===== src/rtl/ccff_chain_loader_if.sv =====
// Bitstream word stream between host and the ccff chain loader.
interface ccff_chain_loader_if #(
    parameter int unsigned WORD_W = 8
);
    logic [WORD_W-1:0] bs_data;
    logic              bs_valid;
    logic              bs_ready;

    modport master (output bs_data, output bs_valid, input bs_ready);
    modport slave  (input bs_data, input bs_valid, output bs_ready);
endinterface


===== src/rtl/ccff_chain_loader.sv =====
// Configuration-chain loader: serialises host bitstream words onto ccff_head,
// gates the fabric prog_clk via cfg_clk_en, and optionally verifies ccff_tail.
module ccff_chain_loader #(
    parameter int unsigned WORD_W    = 8,
    parameter int unsigned CHAIN_LEN = 40,
    parameter int unsigned CNT_W     = 6
) (
    input  logic                 prog_clk,
    input  logic                 pReset,
    input  logic                 start,
    input  logic                 verify,
    input  logic                 abort,
    ccff_chain_loader_if.slave   bs,
    output logic                 ccff_head,
    output logic                 cfg_clk_en,
    input  logic                 ccff_tail,
    output logic                 busy,
    output logic                 done,
    output logic                 mismatch,
    output logic [CNT_W-1:0]     err_idx
);
    localparam int unsigned BL_W = $clog2(WORD_W + 1);

    typedef enum logic [1:0] {IDLE, LOAD, FIN} state_t;

    state_t            state, state_nx;
    logic [WORD_W-1:0] hreg;
    logic [BL_W-1:0]   bits_left;
    logic [CNT_W-1:0]  shift_idx;
    logic              verify_q;
    logic              shift_now;
    logic              room;
    logic              ready;
    logic              accept;

    always_ff @(posedge prog_clk) begin
        if (pReset) state <= IDLE;
        else        state <= state_nx;
    end

    // shift_idx is capped so surplus bits of the final word are never shifted out
    always_comb begin
        shift_now = 1'b0;
        room      = 1'b0;
        ready     = 1'b0;
        accept    = 1'b0;
        state_nx  = state;
        shift_now = (state == LOAD) && (bits_left != '0) &&
                    (shift_idx < CNT_W'(CHAIN_LEN));
        room      = ({1'b0, shift_idx} + (CNT_W+1)'(bits_left)) < (CNT_W+1)'(CHAIN_LEN);
        ready     = (state == LOAD) && room &&
                    ((bits_left == '0) || ((bits_left == BL_W'(1)) && shift_now));
        accept    = ready && bs.bs_valid;
        case (state)
            IDLE: if (start) state_nx = LOAD;
            LOAD: begin
                if (abort)                                  state_nx = IDLE;
                else if (shift_idx == CNT_W'(CHAIN_LEN))    state_nx = FIN;
            end
            FIN:     state_nx = IDLE;
            default: state_nx = IDLE;
        endcase
    end

    assign bs.bs_ready = ready;
    assign busy        = (state != IDLE);
    assign done        = (state == FIN);

    always_ff @(posedge prog_clk) begin
        if (pReset) begin
            hreg       <= '0;
            bits_left  <= '0;
            shift_idx  <= '0;
            verify_q   <= 1'b0;
            ccff_head  <= 1'b0;
            cfg_clk_en <= 1'b0;
            mismatch   <= 1'b0;
            err_idx    <= '0;
        end else begin
            cfg_clk_en <= 1'b0;
            if (shift_now && !abort) begin
                ccff_head  <= hreg[0];
                cfg_clk_en <= 1'b1;
            end
            // shift_idx has already advanced past the bit now on the chain head
            if (cfg_clk_en && verify_q && (ccff_tail != ccff_head) && !mismatch) begin
                mismatch <= 1'b1;
                err_idx  <= shift_idx - CNT_W'(1);
            end
            case (state)
                IDLE: begin
                    if (start) begin
                        verify_q  <= verify;
                        mismatch  <= 1'b0;
                        err_idx   <= '0;
                        shift_idx <= '0;
                        bits_left <= '0;
                        hreg      <= '0;
                    end
                end
                LOAD: begin
                    if (abort) begin
                        hreg      <= '0;
                        bits_left <= '0;
                        shift_idx <= '0;
                    end else begin
                        if (accept) begin
                            hreg      <= bs.bs_data;
                            bits_left <= BL_W'(WORD_W);
                        end else if (shift_now) begin
                            hreg      <= hreg >> 1;
                            bits_left <= bits_left - BL_W'(1);
                        end
                        if (shift_now) shift_idx <= shift_idx + CNT_W'(1);
                    end
                end
                FIN: begin
                    hreg      <= '0;
                    bits_left <= '0;
                end
                default: begin
                    hreg      <= '0;
                    bits_left <= '0;
                end
            endcase
        end
    end
endmodule


===== src/flat_wrapper.sv =====
// flat-port wrapper written by rule: the top's interface ports become plain ports
module ccff_chain_loader_flat 
#(
    parameter int unsigned WORD_W    = 8,
    parameter int unsigned CHAIN_LEN = 40,
    parameter int unsigned CNT_W     = 6
)
  (prog_clk, pReset, start, verify, abort, ccff_head, cfg_clk_en, ccff_tail, busy, done, mismatch, err_idx, bs_bs_data, bs_bs_valid, bs_bs_ready);
  ccff_chain_loader_if #(.WORD_W(WORD_W)) bs_i ();
  input  logic prog_clk;
  input  logic pReset;
  input  logic start;
  input  logic verify;
  input  logic abort;
  output logic ccff_head;
  output logic cfg_clk_en;
  input  logic ccff_tail;
  output logic busy;
  output logic done;
  output logic mismatch;
  output logic [CNT_W-1:0] err_idx;
  input wire logic [$bits(bs_i.bs_data)-1:0] bs_bs_data;
  input wire logic [$bits(bs_i.bs_valid)-1:0] bs_bs_valid;
  output wire logic [$bits(bs_i.bs_ready)-1:0] bs_bs_ready;
  assign bs_i.bs_data = bs_bs_data;
  assign bs_i.bs_valid = bs_bs_valid;
  assign bs_bs_ready = bs_i.bs_ready;
  ccff_chain_loader #(.WORD_W(WORD_W), .CHAIN_LEN(CHAIN_LEN), .CNT_W(CNT_W)) u_core (.prog_clk(prog_clk), .pReset(pReset), .start(start), .verify(verify), .abort(abort), .bs(bs_i), .ccff_head(ccff_head), .cfg_clk_en(cfg_clk_en), .ccff_tail(ccff_tail), .busy(busy), .done(done), .mismatch(mismatch), .err_idx(err_idx));
endmodule

===== config.mk =====
export PLATFORM = sky130hd
export DESIGN_NAME = ccff_chain_loader_flat
export DESIGN_NICKNAME = d
export VERILOG_FILES = /design/src/rtl/ccff_chain_loader_if.sv /design/src/rtl/ccff_chain_loader.sv /design/src/flat_wrapper.sv
export SDC_FILE = /design/constraint.sdc
export NUM_CORES = 1
export LEC_CHECK = 0
export BUFFER_PORTS_ARGS = -buffer_cell sky130_fd_sc_hd__buf_2
export CORE_AREA = 5 5 59 61
export CTS_CLUSTER_SIZE = 20
export DETAILED_ROUTE_END_ITERATION = 12
export DIE_AREA = 0 0 64 66
export PLACE_DENSITY = 0.81
export REMOVE_ABC_BUFFERS = 1
export SYNTH_ARGS = -nofsm -noshare
export SYNTH_HDL_FRONTEND = slang
export SYNTH_SLANG_ARGS = --single-unit

===== constraint.sdc =====
create_clock -name prog_clk -period 5.2 [get_ports prog_clk]
set_input_delay 0.26 -clock prog_clk [delete_from_list [all_inputs] [get_ports prog_clk]]
set_output_delay 0.26 -clock prog_clk [all_outputs]
set_load 0.05 [all_outputs]

==> flow_metrics.py <==
metrics = {
    "status": {
        "run_status": "completed",
    },
    "clock_tree": {
        "cts.reportedPaths.clkPinSlew_ns": 0.10,
        "cts_num_sinks": 30,
        "worst_skew_pair.late_latency_ns": 0.33,
        "ctsHoldBuffers": 0,
        "post-cts-setup-buffer-count": 0,
        "number_of_levels_in_the_clock_h_tree": 2,
        "clock_path_buffers": 2,
        "cts-buffers-inserted": 5,
        "cts_tree": "built",
        "ctsResizeCount": 0,
        "clockRootBuffer": "sky130_fd_sc_hd__clkbuf_4",
    },
    "routing": {
        "drcViolationCount": 0,
        "first_pass_iters": 4,
        "via_per_inst": 5.70,
        "drt_iter0_drc": 62,
        "final_antenna_violating_net_count": 0,
        "via_count": 1430,
        "drt_wl_total_um": 3310,
        "wl_per_cell_um": 13.2,
    },
    "placed_design": {
        "preCtsSetupSlack_ns": 2.17,
        "detailed_placement_hpwl_um": 2420,
        "numPortBuffers": 26,
        "dp_cells": 243,
        "placedInstanceArea_mm2": 0.00176,
        "gp_routability_congestion": 0.807,
    },
    "pwr": {
        "total_power_uw": 429,
        "power_frac_seq_pct": 55.0,
        "share_comb_of_total_power_pct": 10.5,
        "p_leak_uw": 0.000798,
        "cellInternalPower_uw": 314,
        "switching_power_uw": 115,
        "pwr-share-clk_pct": 34.5,
        "netSwitchingFraction_pct": 26.8,
        "worst_vdd_ir_v": 0.000221,
        "power_density_mw_per_mm2": 235,
    },
    "setup_path": {
        "crit_path_end_kind": "register",
        "worst_setup_path_start_kind": "register",
        "cp_data_arrival_time_ns": 3.29,
        "cp_cell_sequence": "ha_1 -> o31ai_1 -> o2111ai_1 -> nand4bb_1 -> a31o_1 -> a221o_1",
        "cp.required_ns": 5.42,
        "critical_path_peak_fanout": 21,
        "delay_contributed_by_the_slowest_stage_of_the_critical_path_ns": 0.74,
        "crit_slowest_cell": "sky130_fd_sc_hd__nand4bb_1",
        "critical_path_class": "register to register",
    },
    "global_route": {
        "grt_first_pass_wirelength_um": 6100,
        "maximum_number_of_pins_on_one_net_before_global_route_repair": 22,
        "top_usage_layer": "met2",
        "grt_util_met2_pct": 29.0,
        "grtUsageTotal_pct": 18.3,
        "grt_antenna_before_repair": 0,
        "vias_in_the_first_global_route": 1359,
        "globalRoute.totalOverflow": 0,
        "global_route.usage.met1_pct": 23.0,
        "grtUsageMet3_pct": 5.10,
    },
    "sta": {
        "post_route_skew_ns": 0.00738,
        "grt_setup_unrepaired": "false",
        "setup_slack_ns": 2.13,
        "fmax_ghz": 0.326,
        "slew_viol_final": 0,
        "tightest_slew_ns": 0.840,
        "final_hold_viol_count": 0,
        "period_needed_ns": 3.07,
        "final.setup.tns_ns": 0,
        "setup_viol_count_final": 0,
        "timing.max_slew.rel_slack_pct": 43.6,
        "final.period_utilization_pct": 59.0,
    },
    "floorplanning": {
        "die_h_um": 66,
        "coreArea_mm2": 0.00293,
        "rows": 20,
        "dieArea_mm2": 0.00422,
        "chipWidth_um": 64,
        "start_util_pct": 56.0,
        "ios": 27,
    },
    "logic_synthesis": {
        "synthArstFlopShare_pct": 0,
        "synth_edf_count": 0,
        "synth.top_cells.by_count": "30 x sky130_fd_sc_hd__dfxtp_1, 29 x sky130_fd_sc_hd__nor2_1, 17 x sky130_fd_sc_hd__nand2_1",
        "yosysMostFrequentCell": "sky130_fd_sc_hd__dfxtp_1",
        "synth.avg_cell_area_um2": 8.49,
        "library_cell_with_the_largest_summed_area_after_synthesis": "sky130_fd_sc_hd__dfxtp_1",
        "seq_area_frac_synth_pct": 36.6,
        "synth.lib_cells_used.distinct": 43,
        "ys_seq_elements": 30,
        "postSynth.topFlopCell": "sky130_fd_sc_hd__dfxtp_1",
        "syn-instance-count": 193,
        "synth.area.top_cells": "sky130_fd_sc_hd__dfxtp_1 37%, sky130_fd_sc_hd__ha_1 6.9%, sky130_fd_sc_hd__nor2_1 6.6%",
        "synth_top_area_share_pct": 36.6,
        "ys.warnings.count": 0,
        "area_of_the_mapped_netlist_mm2": 0.00164,
    },
    "cells_and_area": {
        "final.fill_count": 264,
        "num_antenna_cells": 0,
        "sequential_cell_area_um2": 601,
        "num-nets-final": 241,
        "drive_above_1_share_pct": 18.3,
        "flow.area_growth_from_synthesis_pct": 11.5,
        "multi_input_area_um2": 951,
        "final_area_mm2": 0.00183,
        "finalNonFillerCells": 251,
    },
    "run": {
        "drv.max_cap_violation_count": 0,
    },
    "hold_path": {
        "worst_hold_path_type": "input pin to register",
    },
}
==> logic make-up after synthesis <==
family | synth area share, %
and+or+nand+nor | 26.8
buffers and inverters | 5.34
muxes | 1.83
xor gates and xnor gates | 4.81
DFF | 36.6
adders and majority gates | 6.87
AOI/OAI and AO/OA | 17.7
==> final cells by class <==
type / count / area share, %
multi-input combinational: 144 / 52.0
sequential: 30 / 32.9
timing repair buffer: 27 / 7.53
clock buffer: 6 / 2.81
tap: 33 / 2.26
inverter: 9 / 1.85
clock inverter: 2 / 0.684
==> worst max-delay path: cells and delay by family (launching register included) <==
family                   cells  cell delay (ns)
flip-flops                   1             0.56
adder cells (fa/ha/maj)      1             0.32
AND/OR/NAND/NOR              1             0.74
AO/OA/AOI/OAI                4             1.35
==> path summary, 6_finish.rpt <==
kind	startpoint	end	slack, ns	cells past startpoint
min reg2reg	u_core.mismatch	u_core.mismatch	0.46	2
min	verify	u_core.verify_q	0.17	3
max	u_core.shift_idx[3]	u_core.hreg[6]	2.13	6
max reg2reg	u_core.shift_idx[3]	u_core.hreg[6]	2.13	6
==> power groups by stage <==
| stage | logic (µW) | registers [µW] | clock network, µW |
|---|---|---|---|
| 2_1_floorplan | 30.4 | 240 | 0 |
| 3_3_place_gp | 44.1 | 241 | 0 |
| 3_5_place_dp | 44.9 | 241 | 0 |
| 4_1_cts | 45.3 | 236 | 153 |
| 5_1_grt | 50.8 | 236 | 169 |
| 6_report | 45.0 | 236 | 148 |
==> through the flow <==
stage          hold WS (ns)  utilization (%)
6_report              0.169             62.4
5_1_grt               0.153             62.4
4_1_cts               0.164             62.4
3_5_place_dp          0.452             60.3
3_3_place_gp          0.447             60.3
2_1_floorplan         0.329                -
==> layout by cell type (no fill, tap or decap), types with 3 or more instances in the layout <==
cell type and n:
sky130_fd_sc_hd__nor2b_1 3, sky130_fd_sc_hd__nand2_1 17, sky130_fd_sc_hd__a211oi_1 4, sky130_fd_sc_hd__xor2_1 3, sky130_fd_sc_hd__a21oi_1 7, sky130_fd_sc_hd__ha_1 9, sky130_fd_sc_hd__inv_1 9, sky130_fd_sc_hd__a221o_1 7
sky130_fd_sc_hd__dfxtp_1 30, sky130_fd_sc_hd__nor3b_1 3, sky130_fd_sc_hd__clkbuf_4 5, sky130_fd_sc_hd__nand3_1 6, sky130_fd_sc_hd__buf_2 26, sky130_fd_sc_hd__mux2i_1 3, sky130_fd_sc_hd__o21ai_0 3, sky130_fd_sc_hd__and3_1 9
sky130_fd_sc_hd__nor3_1 6, sky130_fd_sc_hd__nor2_1 29, sky130_fd_sc_hd__xnor2_1 6
==> layer usage <==
| metal | share of wire (%) | wire length, µm |
|---|---|---|
| met3 | 5.7 | 188 |
| met1 | 48 | 1580 |
| met2 | 45 | 1490 |
| met5 | 0 | 0 |
| met4 | 1.8 | 59 |
==> registers in the layout, indices dropped and copies added, names as in the netlist <==
register,flops
u_core.err_idx,6
u_core.cfg_clk_en,1
u_core.verify_q,1
u_core.state,2
u_core.shift_idx,6
u_core.hreg,8
u_core.bits_left,4
u_core.ccff_head,1
u_core.mismatch,1
Note: power is estimated with default switching activity, not from simulation.
